File: src/rtl/fetch_queue_pkg.sv
// fetch_queue_pkg: constants and the fetch tuple shared by fetch, fetch_queue and decode.
package fetch_queue_pkg;
  localparam int DATA_WID = 32;
  localparam logic [DATA_WID-1:0] NOP_INST = 32'h0000_0013;
  typedef struct packed {
    logic [DATA_WID-1:0] pc;
    logic [DATA_WID-1:0] inst;
    logic                pred;
  } fetch_entry_t;
endpackage

File: src/rtl/fetch_queue.sv
// fetch_queue: in-order fetch-to-decode buffer with valid/ready handshake and flush.
module fetch_queue #(
  parameter int DEPTH = 4,
  parameter int DATA_WID = fetch_queue_pkg::DATA_WID,
  parameter logic [DATA_WID-1:0] NOP_INST = DATA_WID'(fetch_queue_pkg::NOP_INST)
) (
  input  logic                       clk,
  input  logic                       rst,
  input  logic                       in_valid,
  input  logic [DATA_WID-1:0]        in_pc,
  input  logic [DATA_WID-1:0]        in_inst,
  input  logic                       in_pred,
  output logic                       in_ready,
  input  logic                       flush,
  output logic                       out_valid,
  output logic [DATA_WID-1:0]        out_pc,
  output logic [DATA_WID-1:0]        out_inst,
  output logic                       out_pred,
  input  logic                       out_ready,
  output logic [$clog2(DEPTH):0]     count
);
  localparam int AW = $clog2(DEPTH);
  localparam int CW = AW + 1;
  logic [DATA_WID-1:0] pc_mem_q [DEPTH];
  logic [DATA_WID-1:0] inst_mem_q [DEPTH];
  logic                pred_mem_q [DEPTH];
  logic [AW-1:0] rd_ptr_q, rd_ptr_d, wr_ptr_q, wr_ptr_d;
  logic [CW-1:0] count_q, count_d;
  logic enq, deq;
  // Ready/valid come only from the registered count, so out_ready never reaches in_ready.
  always_comb begin
    in_ready  = count_q != CW'(DEPTH);
    out_valid = count_q != '0;
    enq       = in_valid && in_ready && !flush;
    deq       = out_valid && out_ready && !flush;
    wr_ptr_d  = flush ? '0 : wr_ptr_q + AW'(enq);
    rd_ptr_d  = flush ? '0 : rd_ptr_q + AW'(deq);
    count_d   = flush ? '0 : count_q + CW'(enq) - CW'(deq);
    out_pc    = out_valid ? pc_mem_q[rd_ptr_q] : '0;
    out_inst  = out_valid ? inst_mem_q[rd_ptr_q] : NOP_INST;
    out_pred  = out_valid ? pred_mem_q[rd_ptr_q] : 1'b0;
    count     = count_q;
  end
  always_ff @(posedge clk) begin
    if (rst) begin
      rd_ptr_q <= '0;
      wr_ptr_q <= '0;
      count_q  <= '0;
    end else begin
      rd_ptr_q <= rd_ptr_d;
      wr_ptr_q <= wr_ptr_d;
      count_q  <= count_d;
      if (enq) begin
        pc_mem_q[wr_ptr_q]   <= in_pc;
        inst_mem_q[wr_ptr_q] <= in_inst;
        pred_mem_q[wr_ptr_q] <= in_pred;
      end
    end
  end
endmodule

File: config.mk
export PLATFORM = sky130hd
export DESIGN_NAME = fetch_queue
export DESIGN_NICKNAME = d
export VERILOG_FILES = /design/src/rtl/fetch_queue_pkg.sv /design/src/rtl/fetch_queue.sv
export SDC_FILE = /design/constraint.sdc
export NUM_CORES = 1
export LEC_CHECK = 0
export CAP_MARGIN = 20
export CORE_MARGIN = 8
export CORE_UTILIZATION = 51
export CTS_BUF_LIST = sky130_fd_sc_hd__clkbuf_8 sky130_fd_sc_hd__clkbuf_16
export CTS_CLUSTER_SIZE = 10
export DETAILED_ROUTE_END_ITERATION = 12
export GPL_ROUTABILITY_DRIVEN = 0
export PLACE_DENSITY = 0.81
export SETUP_SLACK_MARGIN = 0.5
export SLEW_MARGIN = 15
export SYNTH_ARGS = -nofsm -noshare
export SYNTH_HDL_FRONTEND = slang
export SYNTH_SLANG_ARGS = --single-unit
export TNS_END_PERCENT = 5
File: constraint.sdc
create_clock -name clk -period 11.62 [get_ports clk]
set_input_delay 2.905 -clock clk [delete_from_list [all_inputs] [get_ports clk]]
set_output_delay 2.905 -clock clk [all_outputs]
set_load 0.05 [all_outputs]
After elaboration in Yosys (flattened, before gate mapping)
Memory sizes are Yosys's and may differ from the RTL's. A register that Yosys moved wholly into a read port is not among the register bits.
Cells that the tools add are included.
W data, S select, Z words.
{"block": "totals", "ram_bits": 260, "regBits": 7, "in_bits": 70, "mem_count": 3}
{"memory": "inst_mem_q", "depth": 4, "word_bits": 32, "rd": 1, "rd_ports_with_merged_regs": 1, "write_ports": 1, "line": "fetch_queue.sv:25", "rtl": "logic [DATA_WID-1:0] inst_mem_q [DEPTH];"}
{"memory": "pc_mem_q", "depth": 4, "word_bits": 32, "rd": 1, "rd_ports_with_merged_regs": 1, "write_ports": 1, "line": "fetch_queue.sv:24", "rtl": "logic [DATA_WID-1:0] pc_mem_q [DEPTH];"}
{"memory": "pred_mem_q", "depth": 4, "word_bits": 1, "rd": 1, "rd_ports_with_merged_regs": 1, "write_ports": 1, "line": "fetch_queue.sv:26", "rtl": "logic pred_mem_q [DEPTH];"}
{"block": "op_classes", "add_sub_neg": 4, "n_mux": 9, "n_eq_ne": 1, "reduce_logical": 7}
{"operator": "$mux W32", "count": 2}
{"operator": "$mux W2", "count": 3}
{"operator": "$add A2 B1 Y2", "count": 2}
{"operator": "$logic_and A1 B1 Y1", "count": 4}
{"operator": "$mux W1", "count": 4}
{"operator": "$add A3 B1 Y3", "count": 1}
{"operator": "$ne A3 B3 Y1 const B", "count": 1}
{"operator": "$reduce_bool A3 Y1", "count": 1}
{"operator": "$sub A3 B1 Y3", "count": 1}
{"operator": "$reduce_or A2 Y1", "count": 1}
{"operator": "$logic_not A1 Y1", "count": 1}

Depth between registers and ports, before layout
Gate-level depths: netlist of the first run.
{"block": "logic_depth", "depth_word": 6, "depth_mapped": 9}

Worst setup path before layout of the first run
OpenSTA, ideal clock, no wires.
{"block": "synth_timing", "path_kind": "input to register", "from": "input flush", "to": "memory inst_mem_q[1][0] (enable)", "setup_slack_ns": 2.840, "arrival_time_ns": 8.199, "setup_time_ns": 0.582, "required_time_ns": 11.038, "stages": 4, "cell_sequence": "clkbuf_1 nor2_1 nand3_1 nor3b_1"}
{"block": "synth_via", "elab_chain_len": 5}
{"element": "start, declared", "line": "fetch_queue.sv:14", "rtl": "input logic flush,"}
{"element": "$logic_not A1 Y1", "line": "fetch_queue.sv:34", "rtl": "enq = in_valid && in_ready && !flush;"}
{"element": "$logic_and A1 B1 Y1", "line": "fetch_queue.sv:34"}
{"element": "$mux W1", "line": "fetch_queue.sv:53", "rtl": "if (enq) begin"}
{"element": "$mux W1", "line": "fetch_queue.sv:45", "rtl": "if (rst) begin"}
{"element": "$mux W1 (implied by the code)", "line": "fetch_queue.sv:55", "rtl": "inst_mem_q[wr_ptr_q] <= in_inst;"}
{"element": "end, declared", "line": "fetch_queue.sv:25"}
No other way between the ends.

==> flow_summary_export.csv, run 1 <==
group,metric,value,unit
run_status,status,"completed",
yosys,ys_warn_count,0,
power,p_seq_share,54.0,%
cts,h-tree-depth,1,
global_routing,grt_max_degree,67,
yosys,syn_nets,529,
sta,tightest_slew,1.03,ns
global_routing,antenna_found_initial,0,
yosys,ys.flop_type,"edfxtp_1",
yosys,yosysTopAreaCell,"edfxtp_1",
routing,via_per_inst,5.43,
job,drv_cap,0,
placement,port_buffers,139,
layout,multi_input_area,2130,µm²
sta,rsz0062_at_grt,"false",
yosys,ys_seq_elements,267,
yosys,netlist-cell-type-count,26,
floorplan,num_rows,51,
power,pwr-share-clk,40.6,%
cts,clk_latency,0.52,ns
setup_path,cp_max_fo,35,
floorplan,io_pins,140,
cts,hold_buffers,0,
setup_path,worstSetupStartpoint,"rd_ptr_q[0]",
setup_path,cp_slowest_cell,"dfxtp_4",
setup_path,cp_top_family,"buffers and inverters",
routing,drt_iter0_markers,320,
yosys,netlist_top_cells_count,"edfxtp_1, and2_1, mux4_2",
yosys,synth.most_common_cell,"edfxtp_1",
power,power_switching,0.396,mW
layout,layoutNonFillerInstCount,901,
cts,cts_buffer_depth,3,
setup_path,r2r-start,"count[1]",
cts,cts_repair_resize_count,0,
floorplan,die_h,158,µm
yosys,ys_seq_area_share,77.7,%
power,swShare,20.0,%
yosys,netlist.area_leader.share,76.4,%
hold_path,hp-class,"register to register",
power,power.leakage,4.08,nW
floorplan,initial_core_util,52.2,%
global_routing,grtUsageTotal,15.9,%
sta,setup-violations-final,0,
yosys,synthTopCellsByArea,"edfxtp_1, mux4_2, and2_1, dfxtp_1, buf_12",
global_routing,grt_pass1_vias,5446,
hold_path,min_from,"wr_ptr_q[1]",
power,pwr_density_cell,156,nW/µm²
setup_path,crit_path_start_kind,"register",
routing,ant_nets,0,
layout,regArea,7960,µm²
yosys,synthArstFlopShare,0,%
sta,fmax,155,MHz
sta,hold_ws,0.605,ns
cts,cts_buffers,30,
routing,wire_per_inst,21.6,µm
layout,fillerInstances,1332,
yosys,synth_area,10200,µm²
setup_path,worst_ep_required_time,8.72,ns
routing,drc,0,
sta,skew,0.0114,ns
sta,slew_violations,0,
layout,syn2layout_area_growth,24.6,%
floorplan,design.die.area,24800,µm²
floorplan,die_w,158,µm
layout,drive_above_1_share,17.6,%
yosys,syn_inst,456,
floorplan,coreArea,19600,µm²
cts,cts_root_buf,"clkbuf_16",
sta,finalHoldViolations,0,
setup_path,worst-path-buf-inv,2,
setup_path,max_stage_delay,0.76,ns
sta,final.setup.tns,0,ns
power,ir_drop,0.000123,V
placement,dp.cells,845,
sta,period_minus_slack,6.44,ns
setup_path,worstSetupEndpointType,"output port",
setup_path,crit_arrival,3.54,ns
global_routing,grt_pass1_wl,30.3,mm
yosys,synth-edff-count,260,
power,intPower,1.59,mW
sta,relSlewSlack,31.0,%
setup_path,crit_chain,"buf_4 > mux4_2 > or2_1 > clkdlybuf4s50_1",
yosys,synth_area_per_cell,22.4,µm²
cts,path_clk_slew,0.06,ns
placement,dpl.hpwl,11.8,mm
routing,vias,4894,
power,combPwrFrac,5.4,%
routing,drt-pass1-iter-count,4,
power,power,1.98,mW
setup_path,crit_type,"register to output port",
cts,post_cts_buffers,0,
cts,cts_tree,"done",
cts,cts_sinks,267,
layout,nets,685,
routing,routed_wl,19.5,mm
global_routing,grt_overflow,0,
layout,diodes,0,
sta,fin_crit_sh,55.5,%
[layout make-up]
class                      instances  area share, %
clock buffer                      31           6.09
clock inverter                    25          0.736
inverter                           2         0.0589
multi-input combinational        164           16.7
sequential                       267           62.4
tap                              265           2.60
timing repair buffer             147           11.4
[power groups by stage]
stage	Sequential (mW)	Combinational, mW	Clock (mW)
2_1_floorplan	1.09	0.0525	0
3_3_place_gp	1.09	0.105	0
3_5_place_dp	1.09	0.108	0
4_1_cts	1.07	0.108	0.823
5_1_grt	1.07	0.113	0.864
6_report	1.07	0.107	0.806
[metal layers]
metal / track usage, % / up-vias / part of all wire, %
met2: 27.3 / 140 / 51
met3: 3.74 / 18 / 6.2
li1: - / 2175 / -
met4: 3.40 / 0 / 1.1
met5: 0 / - / 0
met1: 20.2 / 2561 / 41
[worst min-delay path, cell delays in order, from the launching register on]
cell	delay [ns]
dfxtp_1	0.36
xnor2_1	0.16
nor3_1	0.04
[through the flow]
stage	util (%)	worst slack (ns)	cell area, µm²
5_1_grt	65.1	4.92	12700
2_1_floorplan	-	2.84	10200
3_5_place_dp	60.6	5.64	11900
4_1_cts	65.1	5.05	12700
6_report	65.1	5.18	12700
3_3_place_gp	60.6	5.62	11900
[path summary, 6_finish.rpt]
kind | slack, ns | cells after the start | to
max | 5.18 | 4 | out_inst[0]
min reg2reg | 0.60 | 2 | wr_ptr_q[1]
max reg2reg | 8.76 | 4 | pc_mem_q[3][3]
min | 0.60 | 2 | wr_ptr_q[1]
[sequential cells by signal, summed over array words and instances, names as in the netlist]
signal / cells
count: 3
pc_mem_q: 128
wr_ptr_q: 2
rd_ptr_q: 2
inst_mem_q: 128
pred_mem_q: 4
[layout by cell type, fill, tap and decap left out]
| cell | instances |
|---|---|
| clkbuf_16 | 31 |
| o311ai_0 | 1 |
| o31ai_1 | 1 |
| or3b_2 | 1 |
| edfxtp_1 | 260 |
| or2_1 | 3 |
| inv_1 | 26 |
| o41ai_1 | 1 |
| nor3_1 | 6 |
| mux4_2 | 65 |
| buf_4 | 8 |
| and2_1 | 65 |
| nor3_2 | 1 |
| nand3_1 | 1 |
| o211ai_1 | 1 |
| ha_1 | 2 |
| inv_2 | 1 |
| dfxtp_1 | 5 |
| fa_1 | 1 |
| nand2_1 | 3 |
| xnor2_1 | 3 |
| nor2_4 | 1 |
| dfxtp_4 | 2 |
| clkdlybuf4s50_1 | 139 |
| xor2_1 | 2 |
| nor2_1 | 3 |
| nor3b_2 | 2 |
| a21oi_1 | 1 |
[cell families (layout without fill, tap and decap cells)]
logic type               count (synthesis)  count (layout)  share of synthesized area [%]
flip-flops                             267             267                           77.7
AND/OR/NAND/NOR                         86              86                           5.04
multiplexers                            65              65                           14.3
buffers and inverters                   25             205                           1.68
AO/OA/AOI/OAI                            5               5                          0.367
XOR/XNOR                                 5               5                          0.428
adder cells (fa/ha/maj)                  3               3                          0.440
(Power assumes the default switching activity.)
==> run 2: changes to the inputs <==
CORE_UTILIZATION = 49   (was 51)
clock period = 5.66 ns   (was 11.62 ns; I/O delays follow)
==> run 2 against run 1 <==
Final area grew 0.42%; critical path type unchanged; worst hold slack improved by 0.022 ns; via count shrank 0.80%; die area rose by 3.7%; clock skew is 0.0059 ns higher; final cell count grew 1.0%; setup slack lost 4.1 ns; sequential cell count stayed put; critical path depth did not move; global-route usage shrank 0.72 points.
==> flow_summary_export.csv, run 2 (synthesized netlist as in run 1, its figures left out) <==
group,metric,value,unit
global_routing,grtUsageTotal,15.1,%
hold_path,min_from,"wr_ptr_q[1]",
layout,reg_top3,"inst_mem_q x128, pc_mem_q x128, pred_mem_q x4",
power,power.leakage,4.08,nW
power,ir_drop,0.000241,V
setup_path,r2r-start,"count[1]",
cts,path_clk_slew,0.05,ns
floorplan,num_rows,53,
floorplan,design.die.area,25700,µm²
cts,hold_buffers,0,
cts,h-tree-depth,1,
setup_path,crit_arrival,3.18,ns
routing,via_per_inst,5.34,
placement,port_buffers,139,
floorplan,io_pins,140,
hold_path,hp-class,"register to register",
power,pwr-share-clk,40.9,%
sta,slew_violations,0,
power,pwr_density_cell,320,nW/µm²
setup_path,worst_ep_required_time,4.24,ns
power,power_switching,0.818,mW
layout,fillerInstances,1416,
placement,dpl.hpwl,11.6,mm
sta,rsz0062_at_grt,"false",
power,p_seq_share,53.7,%
setup_path,r2r-end,"pc_mem_q[1][21]",
cts,clk_latency,0.53,ns
global_routing,grt_pass1_vias,5486,
cts,cts_root_buf,"clkbuf_16",
cts,cts_buffer_depth,3,
power,combPwrFrac,5.4,%
sta,period_minus_slack,4.59,ns
floorplan,initial_core_util,49.3,%
floorplan,die_h,160,µm
sta,finalHoldViolations,0,
routing,drc,0,
run_status,status,"completed",
floorplan,coreArea,20800,µm²
layout,syn2layout_area_growth,25.2,%
sta,final.setup.tns,0,ns
sta,fmax,218,MHz
routing,routed_wl,19.5,mm
setup_path,crit_path_start_kind,"register",
sta,relSlewSlack,32.0,%
layout,drive_above_1_share,17.5,%
cts,cts_sinks,267,
power,intPower,3.27,mW
global_routing,antenna_found_initial,0,
sta,setup-violations-final,0,
layout,most-common-layout-cells,"edfxtp_1, clkdlybuf4s50_1, mux4_2, and2_1, clkbuf_16",
setup_path,cp_max_fo,35,
cts,cts_tree,"done",
routing,drt-pass1-iter-count,4,
cts,cts_repair_resize_count,0,
job,drv_cap,0,
routing,vias,4855,
layout,final_common_cell,"edfxtp_1",
floorplan,die_w,160,µm
setup_path,reg2reg_slack,3.11,ns
setup_path,crit_type,"register to output port",
sta,tightest_slew,1.02,ns
setup_path,rr_worst_depth,4,
sta,skew,0.0173,ns
hold_path,holdPathStages,2,
sta,fin_crit_sh,81.1,%
routing,ant_nets,0,
routing,wire_per_inst,21.5,µm
global_routing,grt_pass1_wl,30.8,mm
power,swShare,20.0,%
hold_path,whs_endpoint,"wr_ptr_q[1]",
cts,post_cts_buffers,0,
cts,cts_buffers,30,
global_routing,grt_overflow,0,
setup_path,worstSetupEndpointType,"output port",
layout,nets,683,
power,power,4.09,mW
routing,drt_iter0_markers,288,
global_routing,grt_max_degree,67,
-- run 2: cell types whose count changed in the layout (fill, tap and decap cells not counted) --
cell	before	now
diode_2	0	1
buf_4	8	3
nor3b_2	2	1
nor3b_4	0	1
clkbuf_8	0	1
buf_12	0	3
inv_1	26	25
-- run 2: layout make-up --
type                       count  area, µm²  share of cell area [%]
sequential                   267       7960                    62.2
multi-input combinational    164       2130                    16.7
timing repair buffer         145       1470                    11.5
clock buffer                  32        790                    6.17
tap                          275        344                    2.69
clock inverter                24       90.1                   0.704
inverter                       2       7.51                  0.0587
antenna                        1       2.50                  0.0196
-- run 2: power groups by stage --
stage	registers [mW]	logic, mW	clock network [mW]
2_1_floorplan	2.24	0.108	0
3_3_place_gp	2.24	0.217	0
3_5_place_dp	2.24	0.223	0
4_1_cts	2.20	0.224	1.71
5_1_grt	2.20	0.235	1.79
6_report	2.20	0.221	1.67
-- run 2: critical path, stage by stage (launching register included) --
cell and delay [ns]:
dfxtp_4 0.82, buf_12 0.35, mux4_2 0.54, and2_1 0.18
clkdlybuf4s50_1 0.71
-- run 2: routing by layer --
| layer | GRT usage, % | routed length (µm) |
|---|---|---|
| met1 | 19.8 | 8190 |
| met3 | 3.71 | 1260 |
| met5 | 0 | 0 |
| met2 | 25.0 | 9830 |
| met4 | 4.04 | 262 |
-- run 2: how the worst max path moves through the flow --
stage | from | to | slack (ns) | depth (start not counted)
after global placement | rd_ptr_q[0] | out_pc[11] | 1.56 | 4
after floorplan | flush | inst_mem_q[2][0] | -1.63 | 4
after CTS | rd_ptr_q[0] | out_pc[11] | 0.98 | 4
after detailed placement | rd_ptr_q[0] | out_pc[11] | 1.55 | 4
final | rd_ptr_q[0] | out_pc[11] | 1.07 | 4
after global routing | rd_ptr_q[0] | out_pc[19] | 0.87 | 4
-- run 2: stage by stage --
step	std cells	utilization [%]	worst slack [ns]	hold slack (ns)	area [µm²]
floorplan	456	-	-1.63	0.543	10200
global placement	853	57.4	1.56	0.592	11900
detailed placement	853	57.4	1.55	0.617	11900
CTS	909	61.6	0.982	0.629	12800
global route	909	61.6	0.871	0.665	12800
finish	910	61.7	1.07	0.627	12800
